**config.mk**
```make
export PLATFORM = sky130hd
export DESIGN_NAME = pipeline_hazard_ctrl
export DESIGN_NICKNAME = d
export VERILOG_FILES = /design/src/rtl/pipeline_hazard_ctrl.sv
export SDC_FILE = /design/constraint.sdc
export NUM_CORES = 1
export LEC_CHECK = 0
export CAP_MARGIN = 20
export CORE_MARGIN = 3
export CORE_UTILIZATION = 41
export DETAILED_ROUTE_END_ITERATION = 10
export PLACE_DENSITY = 0.8
export SLEW_MARGIN = 20
export SYNTH_ARGS = -nofsm -noshare
export SYNTH_HDL_FRONTEND = slang
export SYNTH_SLANG_ARGS = --single-unit
export TNS_END_PERCENT = 5
```
**constraint.sdc**
```tcl
create_clock -name clk -period 2.3 [get_ports clk]
set_clock_uncertainty 0.05 [all_clocks]
set_input_delay 0.46 -clock clk [delete_from_list [all_inputs] [get_ports clk]]
set_output_delay 0.46 -clock clk [all_outputs]
set_load 0.02 [all_outputs]
```
**src/rtl/pipeline_hazard_ctrl.sv**
```systemverilog
// Hazard and stall/flush sequencer for the 5-stage RV32I pipeline.
// Covers load-use stalls, taken-branch flushes, D-cache miss refill, E-stage forwarding and the stall counter.
module pipeline_hazard_ctrl #(
    parameter int REG_W = 5,
    parameter int BEATS = 4,
    parameter int CNT_W = 16
) (
    input  logic             clk,
    input  logic             rst,
    input  logic [REG_W-1:0] rs1_d,
    input  logic [REG_W-1:0] rs2_d,
    input  logic [REG_W-1:0] rs1_e,
    input  logic [REG_W-1:0] rs2_e,
    input  logic [REG_W-1:0] rd_e,
    input  logic [REG_W-1:0] rd_m,
    input  logic [REG_W-1:0] rd_w,
    input  logic             load_e,
    input  logic             reg_write_m,
    input  logic             reg_write_w,
    input  logic             pc_src_e,
    input  logic             cache_miss,
    input  logic             mem_ack,
    input  logic             mem_valid,
    output logic             stall_f,
    output logic             stall_d,
    output logic             stall_e,
    output logic             stall_m,
    output logic             stall_w,
    output logic             flush_d,
    output logic             flush_e,
    output logic [1:0]       fwd_a_e,
    output logic [1:0]       fwd_b_e,
    output logic             refill_req,
    output logic             busy,
    output logic [CNT_W-1:0] stall_count
);

    localparam int BW = (BEATS > 1) ? $clog2(BEATS) : 1;

    typedef enum logic [1:0] {
        RUN       = 2'd0,
        MISS_WAIT = 2'd1,
        REFILL    = 2'd2,
        RESUME    = 2'd3
    } state_t;

    state_t           state_q, state_d;
    logic [BW-1:0]    beat_q, beat_d;
    logic [CNT_W-1:0] count_q, count_d;
    logic             lu;

    function automatic logic [1:0] fwd_sel(input logic [REG_W-1:0] rs);
        if (reg_write_m && (rd_m != '0) && (rd_m == rs))
            return 2'b10;
        else if (reg_write_w && (rd_w != '0) && (rd_w == rs))
            return 2'b01;
        else
            return 2'b00;
    endfunction

    always_ff @(posedge clk or negedge rst) begin
        if (!rst) begin
            state_q <= RUN;
            beat_q  <= '0;
            count_q <= '0;
        end else begin
            state_q <= state_d;
            beat_q  <= beat_d;
            count_q <= count_d;
        end
    end

    always_comb begin
        state_d = state_q;
        beat_d  = beat_q;
        case (state_q)
            RUN: begin
                if (cache_miss)
                    state_d = MISS_WAIT;
            end
            MISS_WAIT: begin
                // Beats arriving before the ack belong to nobody and are dropped.
                if (mem_ack) begin
                    state_d = REFILL;
                    beat_d  = '0;
                end
            end
            REFILL: begin
                if (mem_valid) begin
                    if (beat_q == BW'(BEATS - 1))
                        state_d = RESUME;
                    else
                        beat_d = beat_q + BW'(1);
                end
            end
            RESUME: begin
                state_d = RUN;
            end
            default: state_d = RUN;
        endcase
    end

    assign lu = load_e && (rd_e != '0) && ((rd_e == rs1_d) || (rd_e == rs2_d));

    always_comb begin
        stall_f    = 1'b0;
        stall_d    = 1'b0;
        stall_e    = 1'b0;
        stall_m    = 1'b0;
        stall_w    = 1'b0;
        flush_d    = 1'b0;
        flush_e    = 1'b0;
        refill_req = 1'b0;
        busy       = 1'b0;
        fwd_a_e    = 2'b00;
        fwd_b_e    = 2'b00;
        if (rst) begin
            fwd_a_e = fwd_sel(rs1_e);
            fwd_b_e = fwd_sel(rs2_e);
            if (state_q == RUN) begin
                if (cache_miss) begin
                    {stall_f, stall_d, stall_e, stall_m, stall_w} = 5'b11111;
                end else if (pc_src_e) begin
                    flush_d = 1'b1;
                    flush_e = 1'b1;
                end else if (lu) begin
                    stall_f = 1'b1;
                    stall_d = 1'b1;
                    flush_e = 1'b1;
                end
            end else begin
                {stall_f, stall_d, stall_e, stall_m, stall_w} = 5'b11111;
                busy       = 1'b1;
                refill_req = (state_q == MISS_WAIT);
            end
        end
    end

    always_comb begin
        count_d = count_q;
        if (stall_f && (count_q != {CNT_W{1'b1}}))
            count_d = count_q + CNT_W'(1);
    end

    assign stall_count = count_q;

endmodule

```
# Word level (Yosys, flattened, before mapping)
# Cells that the tools add are included.
# W data, S select, Z words.
totals:
  mem_count: 0
  out_inout_bits: 29
  rom_bits: 0
  register_bits: 20
  word_cells: 73
  ramBits: 0
  latch_bits: 0
  inputBits: 44
classes:
  reduce_logical: 17
  n_div: 0
  multipliers: 0
  n_shift: 0
  bitwise: 0
  addsub: 2
  order_cmp: 0
  muxes: 35
  n_eq_ne: 16
ops:
  columns: ["cell", "count"]
  rows:
  - ["$eq A5 B5 Y1", 6]
  - ["$mux W1", 22]
  - ["$mux W2", 11]
  - ["$add A16 B1 Y16 const B", 1]
  - ["$ne A16 B16 Y1 const B", 1]
  - ["$reduce_bool A5 Y1", 3]
  - ["$ne A2 B2 Y1 const B", 5]
  - ["$logic_and A1 B1 Y1", 9]
  - ["$pmux W2 S4", 1]
  - ["$reduce_and A4 Y1", 2]
  - ["$eq A2 B2 Y1 const B", 3]
  - ["$pmux W2 S2", 1]
  - ["$add A2 B1 Y2 const B", 1]
  - ["$eq A2 B1 Y1 const B", 1]
  - ["$logic_not A2 Y1", 1]
  - ["$reduce_bool A2 Y1", 1]
  - ["$logic_or A1 B1 Y1", 1]

# Depth between registers and ports, before layout
logic_depth:
  ltp_word: 9
  depth_mapped: 9
  ltp_nobuf: 8

# Worst setup path before layout
# Ideal clock, no wire load.
synth_timing:
  kind: "input-to-output"
  from: "input port rd_m[1]"
  to: "output port fwd_a_e[0]"
  arrival_time_ns: 1.929
  slack_ns: -0.139
  t_required_ns: 1.790
  stages: 4
  n_path_buf: 0
  cell_sequence: "or4_1 o21ai_1 nor4_1 nor4_1"
synth_via:
  elab_chain_cells: 5
  elab_cells_between_ends: 6
  cone_classes: "eq/ne (1); mux (2); reduce/logical (3)"
synth_lines:
  columns: ["item", "line_no", "text"]
  rows:
  - ["start, declared", "15", "input logic [REG_W-1:0] rd_m,"]
  - ["$reduce_bool A5 Y1", "53", "if (reg_write_m && (rd_m != '0) && (rd_m == rs))"]
  - ["$logic_and A1 B1 Y1", "53", null]
  - ["$logic_and A1 B1 Y1 (*)", "53", null]
  - ["$mux W2 (*)", "53", null]
  - ["$mux W2 (*)", "117", "if (rst) begin"]
  - ["end, declared", "31", "output logic [1:0] fwd_a_e,"]
# Every way passes the cells marked *; elsewhere a longest branch is shown, timed or not.

# Final worst setup path
layout_timing:
  from: "input port reg_write_m"
  to: "output port fwd_b_e[1]"
layout_via:
  elab_chain_cells: 4
layout_lines:
  columns: ["item", "line_no", "text"]
  rows:
  - ["start, declared", "18", "input logic reg_write_m,"]
  - ["$logic_and A1 B1 Y1 (2 in a row)", "53", null]
  - ["$mux W2", "53", null]
  - ["$mux W2", "117", null]
  - ["end, declared", "32", "output logic [1:0] fwd_b_e,"]
# No other way between the ends.

==> implementation parameters <==
Parameter                              Value

Status
  Result of the run    finished with violations
  Failing checks    negative setup slack

Cells and area
  Area growth, synth to finish    78.39%
  Fraction of the core area covered by cells at the end of the flow    0.7952
  Number of diodes    0
  Number of nets in the layout    ~310
  Fraction of final layout cells with drive strength greater than 1    0.3487
  Cell area after layout    around 0.0028 sq mm

Critical path
  Startpoint class of the critical path    input port
  Worst Path Max Fanout    2
  Most Frequent Cell on Critical Path    buf_4
  Largest stage delay on the critical path    around 520 ps
  Worst path cell trace    clkdlybuf4s50_1, o21ai_4, buf_4, nor4_4, and2_1, buf_4
  Class of the most critical setup path    in2out
  Worst EP required    1790 ps
  Data arrival time of the worst path    about 1800 ps
  Cell with the largest stage delay on the worst path    clkdlybuf4s50_1
  Category of the worst setup path capture point    output port

Floorplan
  Placeable Area    approximately 0.0035 sq mm
  Starting Density    0.4458
  Site row count    21
  Die span in y    just under 70 um
  Die area    0.004575 sq mm
  Number of placed I/O pins    73
  Chip width    a little under 70 um

STA
  Remaining max-slew budget at the tightest pin    0.7831
  Period Utilization, post-route    1.011
  RSZ-0062 raised after global routing    yes
  Hold Worst Slack    around 460 ps
  Min setup slack post-route    -25.64 ps
  Slew @ Worst Pin    323.4 ps
  Max Freq    roughly 430 MHz
  Final hold viol count    0
  Number of endpoints failing setup at the final stage    3
  Fin. max-slew vios    0
  Post-route minimum period    2326 ps

Global route
  Global route overflow    0
  Antenna violations before repair    0
  Total global routing track utilization    0.2200
  First-pass GRT wire length    ~7700 um
  Number of global-route vias before repair    roughly 1700
  Largest net degree at the start of global routing    24

Clock network
  H-tree depth reported by CTS    1
  Clock transition at the register clock pins on the worst setup and hold paths after CTS    approximately 70 ps
  Count of clock tree sinks    20
  CTS Hold Bufs    0
  CTS root buf    clkbuf_8
  TritonCTS clock tree    done
  Worst skew pair latency    about 260 ps
  Max Root-Sink Buffers    2
  Number of CTS-inserted buffers    3

Placed design
  Placement Cell Area    roughly 0.0025 sq mm
  Final HPWL DP    3839 um
  Setup Slack @ Placement    -821.5 ps
  Routability cong.    about 0.90
  Port bufs    72

Detailed routing
  Iteration count of the initial detailed-routing pass    4
  Number of DRC violations after detailed routing    0
  Total Wirelength    around 5400 um
  First DRT Iteration DRCs    65
  Final routed wire length divided by cell count    around 18 um
  Count of vias placed by the detailed router    roughly 1600
  Detailed-route vias per instance    5.195
  Antenna-violating nets left    0

Synthesis
  Top FF cell, synth    dfrtp_1
  Register bit count reported by yosys    20
  Unique masters post-synth    36
  Number of enable flip-flop cells after synthesis    0
  Async set-reset flop share out of synthesis    1.000
  Mean Syn Cell Area    ~10 sq um
  Most area-hungry cell type in the Yosys netlist    dfrtp_1
  Post-synthesis instance total    between 150 and 200
  Post-synthesis instance area    around 0.0016 sq mm
  Number of nets in the synthesized netlist    around 200
  Synth warn    0
  Area contributors post-synth    dfrtp_1 32%, xor2_1 13%, xnor2_1 12%
  Sequential element share of the synthesized area    0.3213
  Portion of synthesized cell area occupied by the leading cell type    0.3213

Power and ir drop
  Power per unit of standard cell area    roughly 670 mW/mm^2
  Max rail drop VDD    between 0.6 and 0.7 mV
  Reported leakage power    between 0.001 and 0.0015 uW

Job
  Reported max-cap violation count    0

Min path
  Worst min-delay path category    reg2reg
==> report_power, final <==
| group | switching [uW] | internal (uW) | leakage, uW |
|---|---|---|---|
| clock | 114 | 232 | 0.0000357 |
| combinational | 471 | 503 | 0.00105 |
| sequential | 96.4 | 443 | 0.000262 |
| total | 681 | 1180 | 0.00134 |
==> cells by family after synthesis <==
| logic type | share of synthesized area |
|---|---|
| buffers and inverters | 0.03132 |
| adder cells (fa/ha/maj) | 0.04819 |
| flip-flops | 0.3213 |
| AO/OA/AOI/OAI | 0.09880 |
| AND/OR/NAND/NOR | 0.2313 |
| XOR/XNOR | 0.2474 |
| multiplexers | 0.02169 |
==> worst max-delay path, delay by kind of cell <==
kind	cells	cell delay [ps]
simple gates	2	470
compound gates	1	80
buf+inv	3	810
==> through the flow <==
stage | cells | power (uW) | TNS, ps
3_5_place_dp | 298 | 1470 | -10070
5_1_grt | 307 | 1979 | -259.6
2_1_floorplan | 154 | 1016 | 0
3_3_place_gp | 298 | 1427 | -8848
4_1_cts | 303 | 1813 | -913.8
6_report | 307 | 1859 | -45.70
==> placed cells by master, fill, tap and decap left out, types with 4 or more instances in the layout <==
master | netlist | layout
clkdlybuf4s50_1 | 0 | 26
dfrtp_1 | 20 | 20
dlymetal6s2s_1 | 0 | 17
and2_1 | 5 | 4
nand3_1 | 5 | 4
nand3_2 | 6 | 7
nor2_1 | 5 | 5
nand4_1 | 4 | 4
and3_1 | 5 | 5
xor2_1 | 23 | 20
ha_1 | 6 | 6
dlygate4sd2_1 | 0 | 12
buf_6 | 1 | 7
buf_4 | 3 | 33
clkbuf_2 | 0 | 9
inv_1 | 4 | 4
xnor2_1 | 21 | 20
==> sequential cells by signal, indices dropped and copies added (netlist names) <==
register and flops:
stall_count 16, beat_q 2, state_q 2
==> synthesized netlist by cell type (all sizes together) (5+ instances only) <==
cell	number
xnor2	21
dfrtp	20
and3	5
nand3	11
nor2	5
o21ai	6
nand2	6
xor2	23
ha	6
and2	5
==> metal layers <==
layer  wire (um)  vias to the layer above  GRT usage
met5           0                        -          0
met4         143                        0    0.05823
met3         287                       15    0.05824
met2        2974                       54     0.4143
met1        1971                      776     0.2392
li1            -                      750          -
==> worst paths after layout <==
path | from | to | slack [ps] | depth (start not counted)
max in group asynchronous | rst | stall_count[13]$_DFFE_PN0P_ | 1550 | 3
min in group asynchronous | rst | state_q[0]$_DFFE_PN0P_ | 470 | 3
worst max-delay path | reg_write_m | fwd_b_e[1] | -30 | 6
worst min-delay path | stall_count[9]$_DFFE_PN0P_ | stall_count[9]$_DFFE_PN0P_ | 460 | 1
worst min register to register | stall_count[9]$_DFFE_PN0P_ | stall_count[9]$_DFFE_PN0P_ | 460 | 1
worst max register to register | state_q[0]$_DFFE_PN0P_ | stall_count[10]$_DFFE_PN0P_ | 290 | 11
==> area by class of cell <==
class,instances,area (sq um)
inverter,4,15.01
fill,218,715.7
sequential,20,500.5
clock buffer,3,41.29
tap,46,57.56
timing repair buffer,107,979.7
clock inverter,1,30.03
multi-input combinational,126,1155
==> what timing repair did <==
action / 4_1_cts / 5_1_grt
buffers inserted: 1 / 4
setup endpoints to repair: 21 / 21
cloned: 0 / 0
pin swaps: 9 / 25
resized for setup: 67 / 58
Power figures use the tool's default switching activity.
